--- src/rtl/fp16_mantissa_accumulator_if.sv ---
// fp16_mantissa_accumulator_if: beat input and result output handshake bundle
interface fp16_mantissa_accumulator_if;
   logic        in_valid, in_ready, in_last;
   logic [10:0] mantissa_A_in, mantissa_B_in, mantissa_C_in, mantissa_D_in;
   logic        sign_A, sign_B, sign_C, sign_D;
   logic [4:0]  max_exponent;
   logic        out_valid, out_ready;
   logic [15:0] result;
   modport master (
      output in_valid, in_last, mantissa_A_in, mantissa_B_in, mantissa_C_in, mantissa_D_in,
      output sign_A, sign_B, sign_C, sign_D, max_exponent, out_ready,
      input  in_ready, out_valid, result
   );
   modport slave (
      input  in_valid, in_last, mantissa_A_in, mantissa_B_in, mantissa_C_in, mantissa_D_in,
      input  sign_A, sign_B, sign_C, sign_D, max_exponent, out_ready,
      output in_ready, out_valid, result
   );
endinterface

--- src/rtl/fp16_mantissa_accumulator.sv ---
// fp16_mantissa_accumulator: sums four aligned lanes per beat, accumulates a group, normalises to FP16
module fp16_mantissa_accumulator #(
   parameter int ACC_W    = 16,
   parameter int EXP_BIAS = 15
) (
   input logic                        clk,
   input logic                        reset,
   fp16_mantissa_accumulator_if.slave bus
);
   localparam logic signed [7:0] EXP_MAX = 8'(2 * EXP_BIAS + 1);
   typedef enum logic [1:0] {IDLE, ACCUM, NORM, HOLD} state_t;
   state_t                  state_q, state_d;
   logic                    in_ready_q, in_ready_d, out_valid_q, out_valid_d;
   logic [15:0]             result_q, result_d, pack;
   logic                    s1_valid_q, s1_valid_d, s1_last_q, s1_last_d;
   logic signed [13:0]      s1_sum_q, s1_sum_d;
   logic [4:0]              s1_exp_q, s1_exp_d;
   logic signed [ACC_W-1:0] acc_q, acc_d, acc_new, add_a, add_b, s_ext;
   logic signed [6:0]       acc_exp_q, acc_exp_d, exp_new, exp_e;
   logic [7:0]              diff;
   logic [ACC_W:0]          sum;
   logic                    ovf, xfer;
   logic [ACC_W-1:0]        mag_new;
   logic                    norm_sign_q, norm_sign_d;
   logic [ACC_W-1:0]        norm_mag_q, norm_mag_d;
   logic signed [7:0]       norm_exp_q, norm_exp_d;
   function automatic logic signed [13:0] lane(input logic s, input logic [10:0] m);
      logic signed [13:0] v;
      v = signed'({3'b000, m});
      return s ? -v : v;
   endfunction
   // Arithmetic shift that flushes to zero once every significant bit is gone
   function automatic logic signed [ACC_W-1:0] sra(input logic signed [ACC_W-1:0] v, input logic [7:0] n);
      if (n >= 8'(ACC_W - 1)) return '0;
      return v >>> n;
   endfunction
   assign xfer          = bus.in_valid && in_ready_q;
   assign bus.in_ready  = in_ready_q;
   assign bus.out_valid = out_valid_q;
   assign bus.result    = result_q;
   // Stage 1: signed sum of the four lanes of an accepted beat
   always_comb begin
      s1_valid_d = xfer;
      s1_last_d  = xfer ? bus.in_last : s1_last_q;
      s1_exp_d   = xfer ? bus.max_exponent : s1_exp_q;
      s1_sum_d   = xfer ? lane(bus.sign_A, bus.mantissa_A_in) + lane(bus.sign_B, bus.mantissa_B_in)
                        + lane(bus.sign_C, bus.mantissa_C_in) + lane(bus.sign_D, bus.mantissa_D_in) : s1_sum_q;
   end
   // Stage 2: align accumulator and beat to the larger exponent, add, renormalise one bit on overflow
   always_comb begin
      exp_e   = signed'({2'b00, s1_exp_q});
      s_ext   = ACC_W'(s1_sum_q);
      diff    = {exp_e[6], exp_e} - {acc_exp_q[6], acc_exp_q};
      add_a   = (state_q == IDLE) ? '0 : diff[7] ? acc_q : sra(acc_q, diff);
      add_b   = (state_q != IDLE && diff[7]) ? sra(s_ext, -diff) : s_ext;
      sum     = {add_a[ACC_W-1], add_a} + {add_b[ACC_W-1], add_b};
      ovf     = sum[ACC_W] != sum[ACC_W-1];
      acc_new = ovf ? sum[ACC_W:1] : sum[ACC_W-1:0];
      exp_new = ((state_q != IDLE && diff[7]) ? acc_exp_q : exp_e) + (ovf ? 7'sd1 : 7'sd0);
      mag_new = acc_new[ACC_W-1] ? ACC_W'(-acc_new) : acc_new;
   end
   // Group FSM: accumulate, shift magnitude until the hidden bit sits at bit 10, then hold the result
   always_comb begin
      state_d     = state_q;
      acc_d       = acc_q;
      acc_exp_d   = acc_exp_q;
      norm_sign_d = norm_sign_q;
      norm_mag_d  = norm_mag_q;
      norm_exp_d  = norm_exp_q;
      result_d    = result_q;
      out_valid_d = out_valid_q;
      in_ready_d  = (xfer && bus.in_last) ? 1'b0 : in_ready_q;
      pack        = (norm_exp_q >= EXP_MAX) ? {norm_sign_q, 5'h1F, 10'h000}
                  : (norm_exp_q <= 8'sd0) ? 16'h0000 : {norm_sign_q, norm_exp_q[4:0], norm_mag_q[9:0]};
      case (state_q)
         IDLE, ACCUM: if (s1_valid_q) begin
            acc_d       = acc_new;
            acc_exp_d   = exp_new;
            norm_sign_d = acc_new[ACC_W-1];
            norm_mag_d  = mag_new;
            norm_exp_d  = 8'(exp_new);
            state_d     = s1_last_q ? NORM : ACCUM;
         end
         NORM: if (norm_mag_q == '0) begin
            result_d    = 16'h0000;
            out_valid_d = 1'b1;
            state_d     = HOLD;
         end else if (|norm_mag_q[ACC_W-1:11]) begin
            norm_mag_d = norm_mag_q >> 1;
            norm_exp_d = norm_exp_q + 8'sd1;
         end else if (!norm_mag_q[10]) begin
            norm_mag_d = norm_mag_q << 1;
            norm_exp_d = norm_exp_q - 8'sd1;
         end else begin
            result_d    = pack;
            out_valid_d = 1'b1;
            state_d     = HOLD;
         end
         default: if (bus.out_ready) begin
            out_valid_d = 1'b0;
            in_ready_d  = 1'b1;
            acc_d       = '0;
            acc_exp_d   = '0;
            state_d     = IDLE;
         end
      endcase
   end
   // State registers; reset discards any partial group
   always_ff @(posedge clk) begin
      if (reset) begin
         state_q     <= IDLE;
         in_ready_q  <= 1'b1;
         out_valid_q <= 1'b0;
         result_q    <= 16'h0000;
         s1_valid_q  <= 1'b0;
         s1_last_q   <= 1'b0;
         s1_sum_q    <= '0;
         s1_exp_q    <= '0;
         acc_q       <= '0;
         acc_exp_q   <= '0;
         norm_sign_q <= 1'b0;
         norm_mag_q  <= '0;
         norm_exp_q  <= '0;
      end else begin
         state_q     <= state_d;
         in_ready_q  <= in_ready_d;
         out_valid_q <= out_valid_d;
         result_q    <= result_d;
         s1_valid_q  <= s1_valid_d;
         s1_last_q   <= s1_last_d;
         s1_sum_q    <= s1_sum_d;
         s1_exp_q    <= s1_exp_d;
         acc_q       <= acc_d;
         acc_exp_q   <= acc_exp_d;
         norm_sign_q <= norm_sign_d;
         norm_mag_q  <= norm_mag_d;
         norm_exp_q  <= norm_exp_d;
      end
   end
endmodule

--- src/flat_wrapper.sv ---
// flat-port wrapper written by rule: the top's interface ports become plain ports
module fp16_mantissa_accumulator_flat 
#(
   parameter int ACC_W    = 16,
   parameter int EXP_BIAS = 15
)
  (clk, reset, bus_in_valid, bus_in_last, bus_mantissa_A_in, bus_mantissa_B_in, bus_mantissa_C_in, bus_mantissa_D_in, bus_sign_A, bus_sign_B, bus_sign_C, bus_sign_D, bus_max_exponent, bus_out_ready, bus_in_ready, bus_out_valid, bus_result);
  fp16_mantissa_accumulator_if bus_i ();
  input logic clk;
  input logic reset;
  input wire logic [$bits(bus_i.in_valid)-1:0] bus_in_valid;
  input wire logic [$bits(bus_i.in_last)-1:0] bus_in_last;
  input wire logic [$bits(bus_i.mantissa_A_in)-1:0] bus_mantissa_A_in;
  input wire logic [$bits(bus_i.mantissa_B_in)-1:0] bus_mantissa_B_in;
  input wire logic [$bits(bus_i.mantissa_C_in)-1:0] bus_mantissa_C_in;
  input wire logic [$bits(bus_i.mantissa_D_in)-1:0] bus_mantissa_D_in;
  input wire logic [$bits(bus_i.sign_A)-1:0] bus_sign_A;
  input wire logic [$bits(bus_i.sign_B)-1:0] bus_sign_B;
  input wire logic [$bits(bus_i.sign_C)-1:0] bus_sign_C;
  input wire logic [$bits(bus_i.sign_D)-1:0] bus_sign_D;
  input wire logic [$bits(bus_i.max_exponent)-1:0] bus_max_exponent;
  input wire logic [$bits(bus_i.out_ready)-1:0] bus_out_ready;
  output wire logic [$bits(bus_i.in_ready)-1:0] bus_in_ready;
  output wire logic [$bits(bus_i.out_valid)-1:0] bus_out_valid;
  output wire logic [$bits(bus_i.result)-1:0] bus_result;
  assign bus_i.in_valid = bus_in_valid;
  assign bus_i.in_last = bus_in_last;
  assign bus_i.mantissa_A_in = bus_mantissa_A_in;
  assign bus_i.mantissa_B_in = bus_mantissa_B_in;
  assign bus_i.mantissa_C_in = bus_mantissa_C_in;
  assign bus_i.mantissa_D_in = bus_mantissa_D_in;
  assign bus_i.sign_A = bus_sign_A;
  assign bus_i.sign_B = bus_sign_B;
  assign bus_i.sign_C = bus_sign_C;
  assign bus_i.sign_D = bus_sign_D;
  assign bus_i.max_exponent = bus_max_exponent;
  assign bus_i.out_ready = bus_out_ready;
  assign bus_in_ready = bus_i.in_ready;
  assign bus_out_valid = bus_i.out_valid;
  assign bus_result = bus_i.result;
  fp16_mantissa_accumulator #(.ACC_W(ACC_W), .EXP_BIAS(EXP_BIAS)) u_core (.clk(clk), .reset(reset), .bus(bus_i));
endmodule
--- config.mk ---
export PLATFORM = sky130hd
export DESIGN_NAME = fp16_mantissa_accumulator_flat
export DESIGN_NICKNAME = d
export VERILOG_FILES = /design/src/rtl/fp16_mantissa_accumulator_if.sv /design/src/rtl/fp16_mantissa_accumulator.sv /design/src/flat_wrapper.sv
export SDC_FILE = /design/constraint.sdc
export NUM_CORES = 1
export LEC_CHECK = 0
export CORE_UTILIZATION = 61
export DETAILED_ROUTE_END_ITERATION = 8
export GPL_TIMING_DRIVEN = 0
export HOLD_SLACK_MARGIN = 0.05
export PLACE_DENSITY = 0.94
export SETUP_SLACK_MARGIN = 0.3
export SYNTH_ARGS = -nofsm -noshare
export SYNTH_HDL_FRONTEND = slang
export SYNTH_SLANG_ARGS = --single-unit
--- constraint.sdc ---
create_clock -name clk -period 9.92 [get_ports clk]
set_clock_uncertainty 0.15 [all_clocks]
set_input_delay 2.48 -clock clk [delete_from_list [all_inputs] [get_ports clk]]
set_output_delay 2.48 -clock clk [all_outputs]
set_load 0.01 [all_outputs]
---- Word level (Yosys, flattened, before mapping) ----
Cells that the tools add are included.
word-level totals
  register bits ........................... 89
  latch bits .............................. 0
  RAM bits ................................ 0
  bits in read-only memories .............. 0
  memories kept ........................... 0
operators by class
  $add $sub $neg .......................... 14
  multiply operators ...................... 0
  div/mod/pow operators ................... 0
  magnitude comparators ................... 4
  equality and inequality tests ........... 9
  shift operators ......................... 2
  multiplexer cells ....................... 53
  bitwise gates (word level) .............. 2
  reduce and logical (&&, ||, !) cells .... 21
operator list
  operator             count
  $mux 16              20
  $pmux 16 s2          2
  $mux 14              4
  $neg 11->14          4
  $add 14x14->14       3
  $mux 8               4
  $mux 7               3
  $add 16x16->17       1
  $ge 8x4->1 const B   2
  $logic_not 16->1     1
  $neg 16->16          1
  $pmux 8 s2           1
  $sshr 14x8->16       1
  $sshr 16x8->16       1
  $pmux 7 s2           1
  $mux 2               6
  $reduce_and 4->1     3
  $mux 1               10
  $reduce_bool 2->1    5
  $reduce_and 3->1     3
  $add 8x2->8 const B  1
  $ge 8x6->1 const B   1
  $le 8x1->1 const B   1
  $neg 8->8            1
  other kinds (21)     25

---- Depth between registers and ports, before layout ----
Gate-level depths: netlist of run 1.
  word-level depth ........................ 13
  depth in mapped cells ................... 39
  depth with buffers taken out ............ 37

---- Worst setup path before layout of run 1 ----
No wires, ideal clock.
  kind .................................... register to register
  start ................................... register u_core.s1_exp_q[0]
  end ..................................... register u_core.norm_mag_q[10]
  library setup time ...................... 115 ps
  arrival time ............................ 7535 ps
  required time ........................... 9655 ps
  path slack .............................. 2121 ps
  stages on the path, launching flop included .. 34
  path buffers ............................ 2
  period minus slack after synthesis ...... 7799 ps
  cells stage by stage .................... dfxtp_1 > inv_1 > ha_1 > inv_1 > fa_1 > a21o_1 > a21oi_1 > xor2_1 > o211ai_1 > or4_1 > o21ai_1 > clkbuf_1 > mux2i_1 > nor2_1 > a2111oi_0 > a21oi_1 > ha_1 > a211o_1 > and3_1 > o21a_1 > a311o_1 > a21o_1 > a21oi_1 > xnor2_1 > ha_1 > clkbuf_1 > a211oi_1 > a21oi_1 > a211o_1 > a2111o_1 > or2_2 > o21a_1 > xnor2_1 > a2111oi_0
between the ends
  longest elaborated chain between the ends .. 13
  elaborated cells between the ends (all ways) .. 21
ends and longest elaborated chain
  element                                  RTL line                                                          RTL
  start, declared                          fp16_mantissa_accumulator.sv:17                                   logic [4:0] s1_exp_q, s1_exp_d;
  start signal, assigned                   fp16_mantissa_accumulator.sv:132                                  s1_exp_q <= s1_exp_d;
  $sub 6x7->8 *                            fp16_mantissa_accumulator.sv:53                                   diff = {exp_e[6], exp_e} - {acc_exp_q[6], acc_exp_q};
  $neg 8->8 or $ge 8x4->1 (tied branches)  fp16_mantissa_accumulator.sv:55, fp16_mantissa_accumulator.sv:34
  $ge 8x4->1 or $mux 1 (tied branches)     fp16_mantissa_accumulator.sv:34                                   if (n >= 8'(ACC_W - 1)) return '0;
  $mux 1 or $mux 16 (tied branches)        fp16_mantissa_accumulator.sv:34, fp16_mantissa_accumulator.sv:35
  $mux 16, on equally long branches        fp16_mantissa_accumulator.sv:35, fp16_mantissa_accumulator.sv:54
  $mux 16, on equally long branches        fp16_mantissa_accumulator.sv:55, fp16_mantissa_accumulator.sv:54
  $add 16x16->17 *                         fp16_mantissa_accumulator.sv:56                                   sum = {add_a[ACC_W-1], add_a} + {add_b[ACC_W-1], add_b};
  $ne 1x1->1                               fp16_mantissa_accumulator.sv:57                                   ovf = sum[ACC_W] != sum[ACC_W-1];
  $mux 16 *                                fp16_mantissa_accumulator.sv:58                                   acc_new = ovf ? sum[ACC_W:1] : sum[ACC_W-1:0];
  $neg 16->16                              fp16_mantissa_accumulator.sv:60                                   mag_new = acc_new[ACC_W-1] ? ACC_W'(-acc_new) : acc_new;
  $mux 16 *                                fp16_mantissa_accumulator.sv:60
  $mux 16 *                                fp16_mantissa_accumulator.sv:76                                   IDLE, ACCUM: if (s1_valid_q) begin
  $pmux 16 s2 *                            fp16_mantissa_accumulator.sv:75                                   case (state_q)
  end signal, assigned                     fp16_mantissa_accumulator.sv:136                                  norm_mag_q <= norm_mag_d;
  end, declared                            fp16_mantissa_accumulator.sv:25                                   logic [ACC_W-1:0] norm_mag_q, norm_mag_d;
Mark *: on every way between the ends. The rest lies on a longest branch, timed or not. The select of a mux whose other input is x is not followed.
A chain may end at the register's enable or synchronous reset.

---- Worst setup path after layout of run 1 ----
  start ................................... register u_core.acc_exp_q[0]
  end ..................................... register u_core.norm_mag_q[10]
between the ends
  longest elaborated chain between the ends .. 13
  elaborated cells between the ends (all ways) .. 21
ends and longest elaborated chain
  element                                  RTL line                                                          RTL
  start, declared                          fp16_mantissa_accumulator.sv:19                                   logic signed [6:0] acc_exp_q, acc_exp_d, exp_new, exp_e;
  start signal, assigned                   fp16_mantissa_accumulator.sv:134                                  acc_exp_q <= acc_exp_d;
  $sub 6x7->8 *                            fp16_mantissa_accumulator.sv:53
  $neg 8->8 or $ge 8x4->1 (tied branches)  fp16_mantissa_accumulator.sv:55, fp16_mantissa_accumulator.sv:34
  $ge 8x4->1 or $mux 1 (tied branches)     fp16_mantissa_accumulator.sv:34
  $mux 1 or $mux 16 (tied branches)        fp16_mantissa_accumulator.sv:34, fp16_mantissa_accumulator.sv:35
  $mux 16, on equally long branches        fp16_mantissa_accumulator.sv:35, fp16_mantissa_accumulator.sv:54
  $mux 16, on equally long branches        fp16_mantissa_accumulator.sv:55, fp16_mantissa_accumulator.sv:54
  $add 16x16->17 *                         fp16_mantissa_accumulator.sv:56
  $ne 1x1->1                               fp16_mantissa_accumulator.sv:57
  $mux 16 *                                fp16_mantissa_accumulator.sv:58
  $neg 16->16                              fp16_mantissa_accumulator.sv:60
  $mux 16 *                                fp16_mantissa_accumulator.sv:60
  $mux 16 *                                fp16_mantissa_accumulator.sv:76
  $pmux 16 s2 *                            fp16_mantissa_accumulator.sv:75
Marks and branches as above.

==> results.txt, run 1 <==
unrepaired setup endpoints after global routing -> no
GP Congestion -> 1.01
initial antenna violation count -> 0
area leader, netlist -> dfxtp_1
CP max FO -> 10
Hold Vio Cnt, Final -> 0
filler cell count -> 1,188
register area share after synthesis -> 18.6%
clock tree from TritonCTS -> built
Mean Syn Cell Area -> 7.25 um2
pin count of the biggest net entering global routing -> 17
Die Y -> 127 um
Finish-stage setup viols -> 0
slowest stage delay, CP -> 470 ps
Synth top area share -> 18.6%
Post-synth EDFFs -> 0
Final Util -> 71.6%
Synth Register Bits -> 89
Post-CTS Setup Inserts -> 0
crit path launch type -> flip-flop
vias per cell -> 6.63
dpl cells -> 1,607
gr usage total -> 37.3%
Main synth FF type -> dfxtp_1
WL final -> 30,400 um
Reg clk slew, reported paths -> 70 ps
wire length on met3 -> 3480 um
Post-Layout Cell Count -> 1,623
n_diodes -> 0
crit path DAT -> 9180 ps
Hold Path Class -> flip-flop to flip-flop
Max Cap Violations -> 0
ranking of synthesized cells by area -> dfxtp_1 (19%), a21oi_1 (7.8%), nand2_1 (7.8%), ha_1 (6.8%), fa_1 (6.1%)
Leak -> 4.24 nW
die width -> 127 um
most common cell in the synthesized netlist -> nand2_1
power density over the cells -> 224 nW/um2
Yosys cell types -> 70
ANT nets after route -> 0
Crit-path slowest cell -> a2111oi_1
Slew headroom -> 19.8%
Place WS -> 643 ps
Setup TNS Final -> 0 ps
synth cell count leaders -> nand2_1 (198), a21oi_1 (149), nor2_1 (110), dfxtp_1 (89), clkbuf_1 (73)
Worst path most repeated cell -> a21oi_1
full die area -> 16,200 um2
CTS Buf Count -> 9
global-route wire length before repair -> 48,300 um
Post-Syn Area -> 9580 um2
drt first-iter violations -> 1,548
H-tree level count -> 3
worst skew pair latency -> 350 ps
Pins Over Slew Limit -> 0
met2 WL -> 13,200 um
IO Pins -> 76
critical path capture point type -> flip-flop
CORE AREA -> 15,300 um2
average wire per standard cell -> 18.7 um
outcome -> finished, final reports clean
ys async rst share -> 0%
Post-route DRC -> 0
DP Wirelength -> 23,900 um
layout cell share with drive strength beyond 1 -> 4.53%
CTS max path bufs -> 2
port buffer count -> 74
vias in the first global route -> 9,656
syn_nets -> 1,461
Yosys warnings -> 0
Post-Synthesis Cells -> 1,322
Root Buffer -> clkbuf_16
slack of the critical path -> 805 ps
row count -> 45
starting density of the core -> 62.8%
WP data required -> 9990 ps
Period minus WS final -> 9110 ps
CP Class -> flip-flop to flip-flop
period utilization -> 91.9%
fmax -> 0.110 GHz
uppermost layer routed -> met4
Max VDD drop -> 0.188 mV
NumNets Final -> 1,546
Worst-Margin Slew -> 1200 ps
global route total overflow -> 0
Area Growth Syn to Fin -> 14.1%
Metal-1 WL -> 12,700 um
Vias -> 10,800
clk sink count -> 89
TritonRoute pass-1 iters -> 7
cell type report:
class                           instances  area (um2)  area share [%]
Multi-Input combinational cell       1104        7350            67.2
Sequential cell                        89        1780            16.3
Timing Repair Buffer                   74         741            6.78
Buffer                                 76         293            2.68
Tap cell                              211         264            2.42
Clock buffer                           10         229            2.10
Inverter                               53         203            1.85
Clock inverter                          6        72.6           0.664
critical path, delay by kind of cell (launching register included):
| kind | cells | cell delay, ps |
|---|---|---|
| DFF | 1 | 410 |
| muxes | 1 | 230 |
| adders and majority gates | 4 | 1340 |
| buffers and inverters | 3 | 570 |
| AOI/OAI and AO/OA | 17 | 4520 |
| xor gates and xnor gates | 3 | 710 |
| and+or+nand+nor | 4 | 1060 |
kinds of logic (layout without fill, tap and decap cells):
| group | Yosys count | in the layout | synth area share (%) |
|---|---|---|---|
| AO/OA/AOI/OAI | 405 | 405 | 26.8 |
| XOR/XNOR | 90 | 90 | 8.23 |
| AND/OR/NAND/NOR | 488 | 488 | 23.2 |
| buffers and inverters | 129 | 219 | 5.07 |
| multiplexers | 40 | 40 | 5.24 |
| flip-flops | 89 | 89 | 18.6 |
| adder cells (fa/ha/maj) | 81 | 81 | 12.8 |
per-layer routing:
metal / up-vias / global-route usage (%)
li1: 4917 / -
met1: 4983 / 51.9
met2: 743 / 57.8
met3: 115 / 6.20
met4: 0 / 14.4
met5: - / 0
flip-flops by register name, indices dropped and copies added, names as in the netlist:
name,cells
u_core.norm_mag_q,16
u_core.acc_exp_q,7
u_core.bus.result,16
u_core.s1_sum_q,14
u_core.s1_last_q,1
u_core.state_q,2
u_core.norm_exp_q,8
u_core.norm_sign_q,1
u_core.bus.in_ready,1
u_core.bus.out_valid,1
u_core.acc_q,16
u_core.s1_exp_q,5
u_core.s1_valid_q,1
path summary, 6_finish.rpt:
kind,startpoint,to,slack (ps),cells after the start
setup / recovery,u_core.acc_exp_q[0],u_core.norm_mag_q[10],810,32
hold / removal,u_core.bus.result[7],u_core.bus.result[7],300,2
setup reg to reg,u_core.acc_exp_q[0],u_core.norm_mag_q[10],810,32
hold reg to reg,u_core.bus.result[7],u_core.bus.result[7],300,2
repair_timing:
action                                 CTS  global route
setup endpoints to repair                0             9
hold buffers                             0             0
endpoints found under the hold margin    0             0
resized for setup                        0            19
power breakdown:
part	leakage, nW	switching [W]	internal, W	total (W)
sequential	0.725	0.0000751	0.000403	0.000479
clock	0.150	0.000157	0.000200	0.000357
combinational	3.36	0.000983	0.000630	0.00161
total	4.24	0.00122	0.00123	0.00245
through the flow:
step	hold slack, ps	power, W	cell area [um2]
finish	303	0.00245	10900
global route	326	0.00260	10900
CTS	304	0.00238	10900
detailed placement	294	0.00202	10600
global placement	289	0.00198	10600
floorplan	286	0.00163	9580
cell usage in the layout (no fill, tap or decap), types with 49 or more instances in the layout:
| cell | instances |
|---|---|
| a21oi_1 | 147 |
| clkbuf_1 | 69 |
| clkdlybuf4s50_1 | 74 |
| dfxtp_1 | 89 |
| ha_1 | 51 |
| inv_1 | 51 |
| nand2_1 | 198 |
| nand3_1 | 49 |
| nor2_1 | 110 |
| o21ai_0 | 72 |
| xnor2_1 | 60 |
(Power assumes the default switching activity.)
==> run 2: changes to the inputs <==
--- a/config.mk
+++ b/config.mk
@@ -10,7 +10,6 @@
 export GPL_TIMING_DRIVEN = 0
 export HOLD_SLACK_MARGIN = 0.05
 export PLACE_DENSITY = 0.94
-export SETUP_SLACK_MARGIN = 0.3
 export SYNTH_ARGS = -nofsm -noshare
 export SYNTH_HDL_FRONTEND = slang
 export SYNTH_SLANG_ARGS = --single-unit
==> run 2 against run 1 <==
  * Total power shrank 0.57%
  * Design area shrank 0.29%
  * Non-clock buffer count is the same
  * Critical path type unchanged
  * Critical endpoint unchanged
  * Largest power group unchanged
==> results.txt, run 2 (synthesized netlist as in run 1, its figures left out) <==
outcome -> finished, final reports clean (unchanged)
most frequent cells in the layout -> nand2_1 (198), a21oi_1 (149), nor2_1 (110), dfxtp_1 (89), clkdlybuf4s50_1 (74) (was nand2_1 (198), a21oi_1 (147), nor2_1 (110), dfxtp_1 (89), clkdlybuf4s50_1 (74))
layout cell share with drive strength beyond 1 -> 3.90% (was 4.53%)
die width -> 127 um (unchanged)
vias in the first global route -> 9,656 (unchanged)
H-tree level count -> 3 (unchanged)
Crit-path slowest cell -> xnor2_1 (was a2111oi_1)
period utilization -> 94.9% (was 91.9%)
Worst-Margin Slew -> 1220 ps (was 1200 ps)
crit path DAT -> 9480 ps (was 9180 ps)
NumNets Final -> 1,546 (unchanged)
Setup TNS Final -> 0 ps (unchanged)
row count -> 45 (unchanged)
Die Y -> 127 um (unchanged)
starting density of the core -> 62.8% (unchanged)
Pins Over Slew Limit -> 0 (unchanged)
full die area -> 16,200 um2 (unchanged)
Finish-stage setup viols -> 0 (unchanged)
CORE AREA -> 15,300 um2 (unchanged)
power density over the cells -> 223 nW/um2 (was 224 nW/um2)
drt first-iter violations -> 1,692 (was 1,548)
WL final -> 30,300 um (was 30,400 um)
Worst Hold Depth -> 2 (unchanged)
Max VDD drop -> 0.190 mV (was 0.188 mV)
IO Pins -> 76 (unchanged)
TritonRoute pass-1 iters -> 6 (was 7)
GP Congestion -> 1.01 (unchanged)
Worst R2R Path Depth -> 34 (was 32)
Area Growth Syn to Fin -> 13.7% (was 14.1%)
gr usage total -> 37.3% (unchanged)
ANT nets after route -> 0 (unchanged)
CP max FO -> 8 (was 10)
Hold Path Class -> flip-flop to flip-flop (unchanged)
Worst path most repeated cell -> ha_1 (was a21oi_1)
port buffer count -> 74 (unchanged)
Leak -> 4.22 nW (was 4.24 nW)
slack of the critical path -> 508 ps (was 805 ps)
critical path capture point type -> flip-flop (unchanged)
pin count of the biggest net entering global routing -> 17 (unchanged)
Vias -> 10,700 (was 10,800)
global-route wire length before repair -> 48,300 um (unchanged)
DP Wirelength -> 23,900 um (unchanged)
WP data required -> 9990 ps (about the same)
crit path launch type -> flip-flop (unchanged)
vias per cell -> 6.58 (was 6.63)
Place WS -> 643 ps (unchanged)
worst skew pair latency -> 350 ps (about the same)
Slew headroom -> 18.6% (was 19.8%)
clk sink count -> 89 (unchanged)
slowest stage delay, CP -> 660 ps (was 470 ps)
CP Class -> flip-flop to flip-flop (unchanged)
n_diodes -> 0 (unchanged)
clock tree from TritonCTS -> built (unchanged)
Post-route DRC -> 0 (unchanged)
average wire per standard cell -> 18.6 um (was 18.7 um)
CTS max path bufs -> 2 (unchanged)
Hold Vio Cnt, Final -> 0 (unchanged)
unrepaired setup endpoints after global routing -> no (unchanged)
global route total overflow -> 0 (unchanged)
Max Cap Violations -> 0 (unchanged)
initial antenna violation count -> 0 (unchanged)
fmax -> 0.106 GHz (was 0.110 GHz)
CTS Buf Count -> 9 (unchanged)
Root Buffer -> clkbuf_16 (unchanged)
Reg clk slew, reported paths -> 70 ps (about the same)
Period minus WS final -> 9410 ps (was 9110 ps)
commonest non-fill, non-tap cell in the layout -> nand2_1 (unchanged)
run 2: cell types whose count changed in the layout (fill, tap and decap cells not counted), sizes merged:
| cell | before | now |
|---|---|---|
| clkinvlp | 1 | 0 |
| clkinv | 2 | 3 |
run 2: metrics by stage:
| stage | hold WS, ps | utilization, % | total power, W | area, um2 | std cells |
|---|---|---|---|---|---|
| floorplan | 286 | - | 0.00163 | 9580 | 1322 |
| global placement | 289 | 69.4 | 0.00198 | 10600 | 1607 |
| detailed placement | 294 | 69.4 | 0.00202 | 10600 | 1607 |
| CTS | 304 | 71.4 | 0.00238 | 10900 | 1623 |
| global route | 326 | 71.4 | 0.00259 | 10900 | 1623 |
| finish | 303 | 71.4 | 0.00243 | 10900 | 1623 |
run 2: cell type report:
type / instances / area [um2]
Clock inverter: 6 / 72.6
Buffer: 76 / 289
Sequential cell: 89 / 1780
Tap cell: 211 / 264
Fill cell: 1198 / 4360
Clock buffer: 10 / 229
Timing Repair Buffer: 74 / 741
Multi-Input combinational cell: 1104 / 7320
Inverter: 53 / 199
run 2: critical path: cells and delay by family (launching register included):
family	cells	cell delay, ps
AOI/OAI and AO/OA	11	3220
xor gates and xnor gates	3	940
adders and majority gates	6	2040
buffers and inverters	5	900
DFF	1	400
muxes	2	590
and+or+nand+nor	7	1020
run 2: final timing paths:
check,start,to,slack (ps)
setup reg to reg,u_core.acc_exp_q[0],u_core.norm_mag_q[10],510
setup / recovery,u_core.acc_exp_q[0],u_core.norm_mag_q[10],510
hold / removal,u_core.bus.result[7],u_core.bus.result[7],300
hold reg to reg,u_core.bus.result[7],u_core.bus.result[7],300
run 2: power breakdown:
group          total, W  switching (W)  leakage, nW  internal, W
Combinational   0.00160       0.000973         3.35     0.000625
Sequential     0.000479      0.0000754        0.725     0.000403
Clock          0.000357       0.000157        0.150     0.000200
Total           0.00243        0.00121         4.22      0.00123
run 2: what timing repair did:
item | 4_1_cts | 5_1_grt
hold buffers | 0 | 0
resized for setup | 0 | 5
setup endpoints to repair | 0 | 2
setup buffers | 0 | 0
run 2: layer usage:
| layer | vias up | wire [um] | GRT usage (%) |
|---|---|---|---|
| met5 | - | 0 | 0 |
| met4 | 0 | 1010 | 14.4 |
| met1 | 4901 | 12500 | 51.9 |
| met2 | 744 | 13100 | 57.8 |
| li1 | 4920 | - | - |
| met3 | 113 | 3590 | 6.20 |
